$ cat src/rtl/mitm_cmd_decoder.sv
// mitm_cmd_decoder
// Host-command front end for the UART MITM. It decodes two-byte host commands
// (opcode, argument) into the board forward enables and the snoop select, and
// answers every completed command with one response byte.
// Ports:
//   clk, rst       system clock (rising edge), asynchronous active-high reset
//   rx_valid       one-cycle strobe from the PC-link uart_rx; rx_data valid
//   rx_data        received byte
//   tx_rdy         PC-link uart_tx is idle and can accept a byte
//   tx_en          one-cycle byte request to uart_tx
//   tx_data        response byte, held from tx_en until tx_rdy falls
//   fwd_en         bit0 forwards the board1 link, bit1 the board2 link
//   snoop_sel      0 mirrors board1 traffic to the PC, 1 mirrors board2
//   busy           high whenever the decoder is not idle
//   cmd_strobe     one-cycle pulse when a valid command executes
//   err_pulse      one-cycle pulse on unknown opcode, timeout or dropped byte
module mitm_cmd_decoder #(
    parameter int unsigned SYSTEM_CLOCK  = 32000000,
    parameter int unsigned BAUD_RATE     = 115200,
    parameter int unsigned TIMEOUT_BYTES = 4
) (
    input  logic       clk,
    input  logic       rst,
    input  logic       rx_valid,
    input  logic [7:0] rx_data,
    input  logic       tx_rdy,
    output logic       tx_en,
    output logic [7:0] tx_data,
    output logic [1:0] fwd_en,
    output logic       snoop_sel,
    output logic       busy,
    output logic       cmd_strobe,
    output logic       err_pulse
);

    localparam int unsigned TO_CYC = TIMEOUT_BYTES * 10 * (SYSTEM_CLOCK / BAUD_RATE);
    localparam int unsigned CNT_W  = $clog2(TO_CYC + 1);
    localparam logic [CNT_W-1:0] CNT_LAST = CNT_W'(TO_CYC - 1);

    localparam logic [7:0] OP_ENABLE  = 8'h65;
    localparam logic [7:0] OP_DISABLE = 8'h64;
    localparam logic [7:0] OP_SNOOP   = 8'h73;
    localparam logic [7:0] OP_READ    = 8'h72;
    localparam logic [7:0] RESP_ACK   = 8'h4B;
    localparam logic [7:0] RESP_NAK   = 8'h4E;

    typedef enum logic [2:0] {
        ST_IDLE    = 3'd0,
        ST_ARG     = 3'd1,
        ST_EXEC    = 3'd2,
        ST_RESP    = 3'd3,
        ST_TX_WAIT = 3'd4
    } state_t;

    state_t           state_q, state_d;
    logic [7:0]       op_q, op_d;
    logic [1:0]       arg_q, arg_d;        // only the low two argument bits are ever used
    logic [CNT_W-1:0] cnt_q, cnt_d;
    logic [1:0]       fwd_q, fwd_d;
    logic             snoop_q, snoop_d;
    logic [7:0]       resp_q, resp_d;
    logic             tx_en_q, tx_en_d;
    logic             busy_q, busy_d;
    logic             cmd_q, cmd_d;
    logic             err_q, err_d;

    // Next-state, register updates and next values of every registered output.
    always_comb begin
        state_d = state_q;
        op_d    = op_q;
        arg_d   = arg_q;
        cnt_d   = cnt_q;
        fwd_d   = fwd_q;
        snoop_d = snoop_q;
        resp_d  = resp_q;
        tx_en_d = 1'b0;
        cmd_d   = 1'b0;
        err_d   = 1'b0;

        unique case (state_q)
            ST_IDLE: begin
                if (rx_valid) begin
                    op_d    = rx_data;
                    cnt_d   = '0;
                    state_d = ST_ARG;
                end
            end
            ST_ARG: begin
                // A byte arriving in the expiry cycle still counts as the argument.
                if (rx_valid) begin
                    arg_d   = rx_data[1:0];
                    state_d = ST_EXEC;
                end else if (cnt_q == CNT_LAST) begin
                    err_d   = 1'b1;
                    state_d = ST_IDLE;
                end else begin
                    cnt_d = cnt_q + CNT_W'(1);
                end
            end
            ST_EXEC: begin
                cmd_d   = 1'b1;
                resp_d  = RESP_ACK;
                state_d = ST_RESP;
                case (op_q)
                    OP_ENABLE:  fwd_d   = fwd_q | arg_q;
                    OP_DISABLE: fwd_d   = fwd_q & ~arg_q;
                    OP_SNOOP:   snoop_d = arg_q[0];
                    OP_READ:    resp_d  = {5'b0, snoop_q, fwd_q};
                    default: begin
                        cmd_d  = 1'b0;
                        err_d  = 1'b1;
                        resp_d = RESP_NAK;
                    end
                endcase
                // Host bytes are not accepted until the response is out.
                if (rx_valid) begin
                    err_d = 1'b1;
                end
            end
            ST_RESP: begin
                if (rx_valid) begin
                    err_d = 1'b1;
                end
                if (tx_rdy) begin
                    tx_en_d = 1'b1;
                    state_d = ST_TX_WAIT;
                end
            end
            ST_TX_WAIT: begin
                if (rx_valid) begin
                    err_d = 1'b1;
                end
                // uart_tx drops tx_rdy once it has taken the byte.
                if (!tx_rdy) begin
                    state_d = ST_IDLE;
                end
            end
            default: state_d = ST_IDLE;
        endcase

        busy_d = (state_d != ST_IDLE);
    end

    // State and output registers.
    always_ff @(posedge clk or posedge rst) begin
        if (rst) begin
            state_q <= ST_IDLE;
            op_q    <= '0;
            arg_q   <= '0;
            cnt_q   <= '0;
            fwd_q   <= '0;
            snoop_q <= 1'b0;
            resp_q  <= '0;
            tx_en_q <= 1'b0;
            busy_q  <= 1'b0;
            cmd_q   <= 1'b0;
            err_q   <= 1'b0;
        end else begin
            state_q <= state_d;
            op_q    <= op_d;
            arg_q   <= arg_d;
            cnt_q   <= cnt_d;
            fwd_q   <= fwd_d;
            snoop_q <= snoop_d;
            resp_q  <= resp_d;
            tx_en_q <= tx_en_d;
            busy_q  <= busy_d;
            cmd_q   <= cmd_d;
            err_q   <= err_d;
        end
    end

    assign tx_en      = tx_en_q;
    assign tx_data    = resp_q;
    assign fwd_en     = fwd_q;
    assign snoop_sel  = snoop_q;
    assign busy       = busy_q;
    assign cmd_strobe = cmd_q;
    assign err_pulse  = err_q;

endmodule

$ cat config.mk
export PLATFORM = sky130hd
export DESIGN_NAME = mitm_cmd_decoder
export DESIGN_NICKNAME = d
export VERILOG_FILES = /design/src/rtl/mitm_cmd_decoder.sv
export SDC_FILE = /design/constraint.sdc
export NUM_CORES = 1
export LEC_CHECK = 0
export BUFFER_PORTS_ARGS = -buffer_cell sky130_fd_sc_hd__clkbuf_2
export CAP_MARGIN = 20
export CORE_MARGIN = 2
export CORE_UTILIZATION = 30
export DETAILED_ROUTE_END_ITERATION = 12
export PLACE_DENSITY = 0.55
export SETUP_SLACK_MARGIN = 0.2
export SLEW_MARGIN = 0
export SYNTH_ARGS = -nofsm -noshare
export SYNTH_HDL_FRONTEND = slang
export SYNTH_SLANG_ARGS = --single-unit
$ cat constraint.sdc
create_clock -name clk -period 1.9 [get_ports clk]
set_clock_uncertainty 0.05 [all_clocks]
set_input_delay 0.19 -clock clk [delete_from_list [all_inputs] [get_ports clk]]
set_output_delay 0.19 -clock clk [all_outputs]
set_load 0.05 [all_outputs]
After elaboration in Yosys (flattened, before gate mapping):

Cells that the tools add are included.

* add/subtract/negate cells: 1
* equal/unequal tests: 12
* muxes and demuxes: 22
* bitwise gates (word level): 3
* reduce and logical (&&, ||, !) cells: 12

Operator list (number)
* 2-to-1 mux 14 bit: 3
* equality test 8 x 7 -> 1 bit, second input constant: 4
* case mux 14 bit (2 select lines): 1
* 2-to-1 mux 3 bit: 5
* case mux 3 bit (5 select lines): 1
* adder 14 x 1 -> 14 bit, second input constant: 1
* equality test 14 bit, second input constant: 1
* case mux 7 bit (2 select lines): 1
* 2-to-1 mux 1 bit: 9
* AND reduction 2 bit: 4
* equality test 3 x 2 -> 1 bit, second input constant: 2
* != test 2 bit, second input constant: 3
* case mux 2 bit (2 select lines): 1
* AND reduction 4 bit: 1
* nonzero test 2 bit: 2
* OR reduction 4 bit: 1
* equality test 3 x 1 -> 1 bit, second input constant: 1
* equality test 3 bit, second input constant: 1
* logical NOT 3 bit: 1
* case mux 1 bit (3 select lines): 1
* nonzero test 3 bit: 1
* OR reduction 3 bit: 1
* bitwise AND 2 bit: 1
* NOT 2 bit: 1
* 2 further kinds: 2

* register bits after elaboration: 42
* input bits: 12
* output and inout port bits: 15
* word-level logic and storage cells: 61

Logic depth before layout (Yosys ltp):

* depth after elaboration: 5
* gate-level depth with buffers: 6
* mapped depth without buffers: 5

Worst setup path before layout:

Ideal clock, no wire load.

* path kind: flip-flop to flip-flop
* start: register state_q[1]
* end: register cnt_q[13]
* setup time: 0.078 ns
* data arrival time: 1.863 ns
* data required time: 1.772 ns
* path slack: -0.091 ns
* stages on the path, launching flop included: 6
* buffers on the path: 1
* period minus slack after synthesis: 1.991 ns
* cell sequence: dfrtp_1 buf_6 nand4bb_4 or4_4 or4_1 a21oi_1

* longest elaborated chain between the ends: 3
* elaborated cells on any way between the ends: 8
* those cells by class: eq/ne (4); mux (1); reduce/logical (3)

RTL lines
* start: declaration: RTL line 55 `state_t state_q, state_d;`
* start signal: assignment: RTL line 159 `state_q <= state_d;`
* equality test 3 x 1 -> 1 bit or logical NOT 3 bit (tied branches): RTL line 80 `unique case (state_q)`
* != test 2 bit (no source line) or nonzero test 2 bit (tied branches)
* AND reduction 4 bit (no source line)
* end signal: assignment: RTL line 162 `cnt_q <= cnt_d;`
* end: declaration: RTL line 58 `logic [CNT_W-1:0] cnt_q, cnt_d;`

Several ways; a longest one is shown, not always the timed one.
A chain may end at the register's enable or synchronous reset.

Worst setup path after layout:

* start: register cnt_q[1]
* end: register cnt_q[13]

* longest elaborated chain between the ends: 4
* elaborated cells on any way between the ends: 7
* those cells by class: add/sub (1); eq/ne (2); mux (3); reduce/logical (1)

RTL lines
* adder 14 x 1 -> 14 bit: RTL line 97 `cnt_d = cnt_q + CNT_W'(1);`
* 2-to-1 mux 14 bit: RTL line 93 `end else if (cnt_q == CNT_LAST) begin`
* 2-to-1 mux 14 bit: RTL line 90 `if (rx_valid) begin`
* case mux 14 bit (2 select lines): RTL line 80

Several ways; a longest one is shown, not always the timed one. The select of a mux whose other input is x is not followed.

==> key figures <==
GRT
  – Vias in the first global route: 1485
  – Global-route wire length before repair: 6948 µm
  – Largest net degree at the start of global routing: 39
  – GR Util All Layers: 0.1226
  – GR Overflow Total: 0
  – Initial antenna violation count: 0

Placed design
  – Input/output buffers: 23
  – Routability-driven placement congestion ratio: 0.8043
  – Post-DP Area: 0.002230 mm²
  – Placed cells: 311
  – Pre-CTS setup slack: 0.1001 ns
  – Dpl hpwl: 2979 µm

Synthesis
  – Syn. warnings: 0
  – FFs w/ async S/R, synth: 1.000
  – Register area share after synthesis: 0.4948
  – Syn Area/Cell: 9.421 µm²
  – Synth top area share: 0.4948
  – Cell taking the most area after synthesis: dfrtp_1
  – Top cells by count, synth: 38 x dfrtp_1, 32 x nand2_1, 16 x nor2_1
  – Yosys cell types: 43
  – EDFF count, synth: 0
  – Most frequent cell after synthesis: dfrtp_1
  – Synth Instances: 204
  – Top cells by area, synth: dfrtp_1 49%, nand2_1 6.3%, nor2_1 3.1%
  – Netlist Area Pre-Place: 0.001922 mm²
  – Yosys reg bits: 38
  – Ys flop type: dfrtp_1

Final layout
  – Non-Filler Instances: 324
  – Fraction of layout cells with a size suffix above 1: 0.3117
  – Diode count: 0
  – Final core utilization: 0.3909
  – Area of the multi-input gates: 982.2 µm²
  – # fillers: 624
  – Register area: 952.2 µm²
  – Area grow syn2layout: 27.67%
  – Nets: 259
  – Fin area: 0.002454 mm²

Die
  – Die ar.: 0.007063 mm²
  – Standard-cell rows: 29
  – Die Span Y: 84.04 µm
  – IO Pins: 27
  – DIE WIDTH: 84.04 µm
  – Initial Util: 0.3062
  – Core Region: 0.006277 mm²

Critical path
  – Worst setup SP type: flop
  – Delay-heaviest family, CP: simple AND/OR/NAND/NOR gates
  – Cell chain of the critical path: nand3_1 > or4_4 > or4_4 > a21oi_2
  – Worst path slowest cell: or4_4
  – R2r setup slk: 0.08 ns
  – Crit path DAT: 1.99 ns
  – Reg2reg end: cnt_q[13]
  – Crit Path Max Fanout: 6
  – Critical setup path kind: reg2reg
  – Req. time, crit path: 2.07 ns
  – Bufs and invs on worst path: 0
  – Worst setup EP type: flop
  – Worst reg2reg startpoint: cnt_q[1]
  – Most used cell, CP: or4_4
  – Slowest cell delay on critical path: 0.57 ns
  – Worst reg-to-reg path cell count: 4

Power and ir drop
  – Final Power: 3.048 mW
  – PwrDens: 1242 mW/mm²
  – Maximum VDD drop: 0.6491 mV
  – LEAKAGE: 1.087 nW

Clocking
  – Worst-path clk slew: 0.08 ns
  – H-tree depth: 2
  – Clock root cell: clkbuf_8
  – Clock Latency Late Sink: 0.29 ns
  – Inserted Clock Buffers: 5
  – Sinks on Clock Net: 38
  – Longest Clk Path Bufs: 2
  – CTS tree: yes

Route
  – Routed wire length: 4340 µm
  – Vias/cell: 5.034
  – DRC Markers: 0
  – Via count: 1631
  – Drt wl/cell: 13.40 µm
  – Routed Antenna Nets: 0
  – First drt pass iteration count: 5
  – 1st-iter DRT viols: 88

STA
  – Setup-failing EPs final: 0
  – Max-slew violation count: 0
  – Setup WS post-layout: 0.07828 ns
  – Crit share post-route: 0.9588
  – Unrepaired setup endpoints after global routing: yes
  – Final hold vios: 0
  – Minimum clock period: 1.822 ns
  – TNS Setup: 0 ns
  – Fmax: 548.9 MHz
  – Final Hold Slack: 0.04252 ns

Worst hold path
  – Min-Delay Path Class: in2reg
  – HP Start: rx_data[3]
  – Hold Crit Depth: 3
  – Hold path endpoint: op_q[3]

Run status
  – Outcome: completed

Flow run
  – Max-Cap Viols: 0
==> cells by family (layout without fill, tap and decap cells) <==
| group | after synthesis | count (layout) | share of synthesized area |
|---|---|---|---|
| and+or+nand+nor | 94 | 94 | 0.2598 |
| muxes | 5 | 5 | 0.02864 |
| other | 1 | 3 | 0.001951 |
| adders and majority gates | 1 | 1 | 0.006509 |
| buffers and inverters | 21 | 62 | 0.05338 |
| DFF | 38 | 38 | 0.4948 |
| AOI/OAI and AO/OA | 38 | 38 | 0.1276 |
| xor gates and xnor gates | 6 | 6 | 0.02734 |
==> state kept, by name (all words and copies together), names as in the netlist, named ones only <==
name,count
snoop_sel,1
op_q,8
state_q,3
arg_q,2
tx_data,4
tx_en,1
err_pulse,1
cnt_q,14
busy,1
cmd_strobe,1
==> worst max-delay path by stage <==
stage | start | end | slack (ns) | depth (start not counted)
after global routing | state_q[0] | cnt_q[13] | 0.02 | 4
final | cnt_q[1] | cnt_q[13] | 0.08 | 4
after global placement | cnt_q[0] | cnt_q[13] | 0.12 | 4
after detailed placement | state_q[0] | cnt_q[13] | 0.10 | 4
after floorplan | state_q[0] | cnt_q[13] | 0.11 | 5
after CTS | state_q[0] | cnt_q[13] | 0.11 | 4
==> layer usage <==
| metal | vias to the layer above | GRT usage | share of wire |
|---|---|---|---|
| met5 | - | 0 | 0 |
| met4 | 0 | 0.04399 | 0.017 |
| met3 | 11 | 0.03759 | 0.048 |
| met2 | 45 | 0.1825 | 0.46 |
| met1 | 774 | 0.1678 | 0.48 |
| li1 | 801 | - | - |
==> worst register-to-register path: cells and delay by family (launching register included) <==
| family | cells | cell delay [ns] |
|---|---|---|
| AND/OR/NAND/NOR | 3 | 1.16 |
| flip-flops | 1 | 0.42 |
| AO/OA/AOI/OAI | 1 | 0.12 |
==> cells in the final DEF (no fill, tap or decap), types with 5 or more instances in the layout <==
| cell type | n |
|---|---|
| dfrtp_1 | 37 |
| nand2_1 | 32 |
| clkbuf_2 | 23 |
| buf_4 | 21 |
| nor2_1 | 14 |
| inv_1 | 9 |
| a21oi_1 | 8 |
| nand3_1 | 8 |
| o21ai_0 | 6 |
| xnor2_1 | 5 |
| clkbuf_8 | 5 |
==> where the power goes <==
| part | leakage [nW] | switching (mW) | internal, mW |
|---|---|---|---|
| logic | 0.552 | 0.744 | 0.466 |
| clock network | 0.0524 | 0.284 | 0.393 |
| registers | 0.482 | 0.143 | 1.02 |
==> final cells by class <==
cell class / instances / area share
clock buffers: 7 / 0.03111
well taps: 77 / 0.03927
repair buffers: 45 / 0.1152
multi-input cells: 147 / 0.4003
clock inverters: 1 / 0.01224
flip-flops and latches: 38 / 0.3881
inverters: 9 / 0.01377
==> repair_timing <==
item                                    CTS  global route
hold buffers                              1             0
endpoints found under the setup margin   11            20
pin swaps                                 1             2
resized for setup                         2            18
endpoints found under the hold margin    38             0
setup buffers                             2             2
gates cloned                              0             0
(Power assumes the default switching activity.)
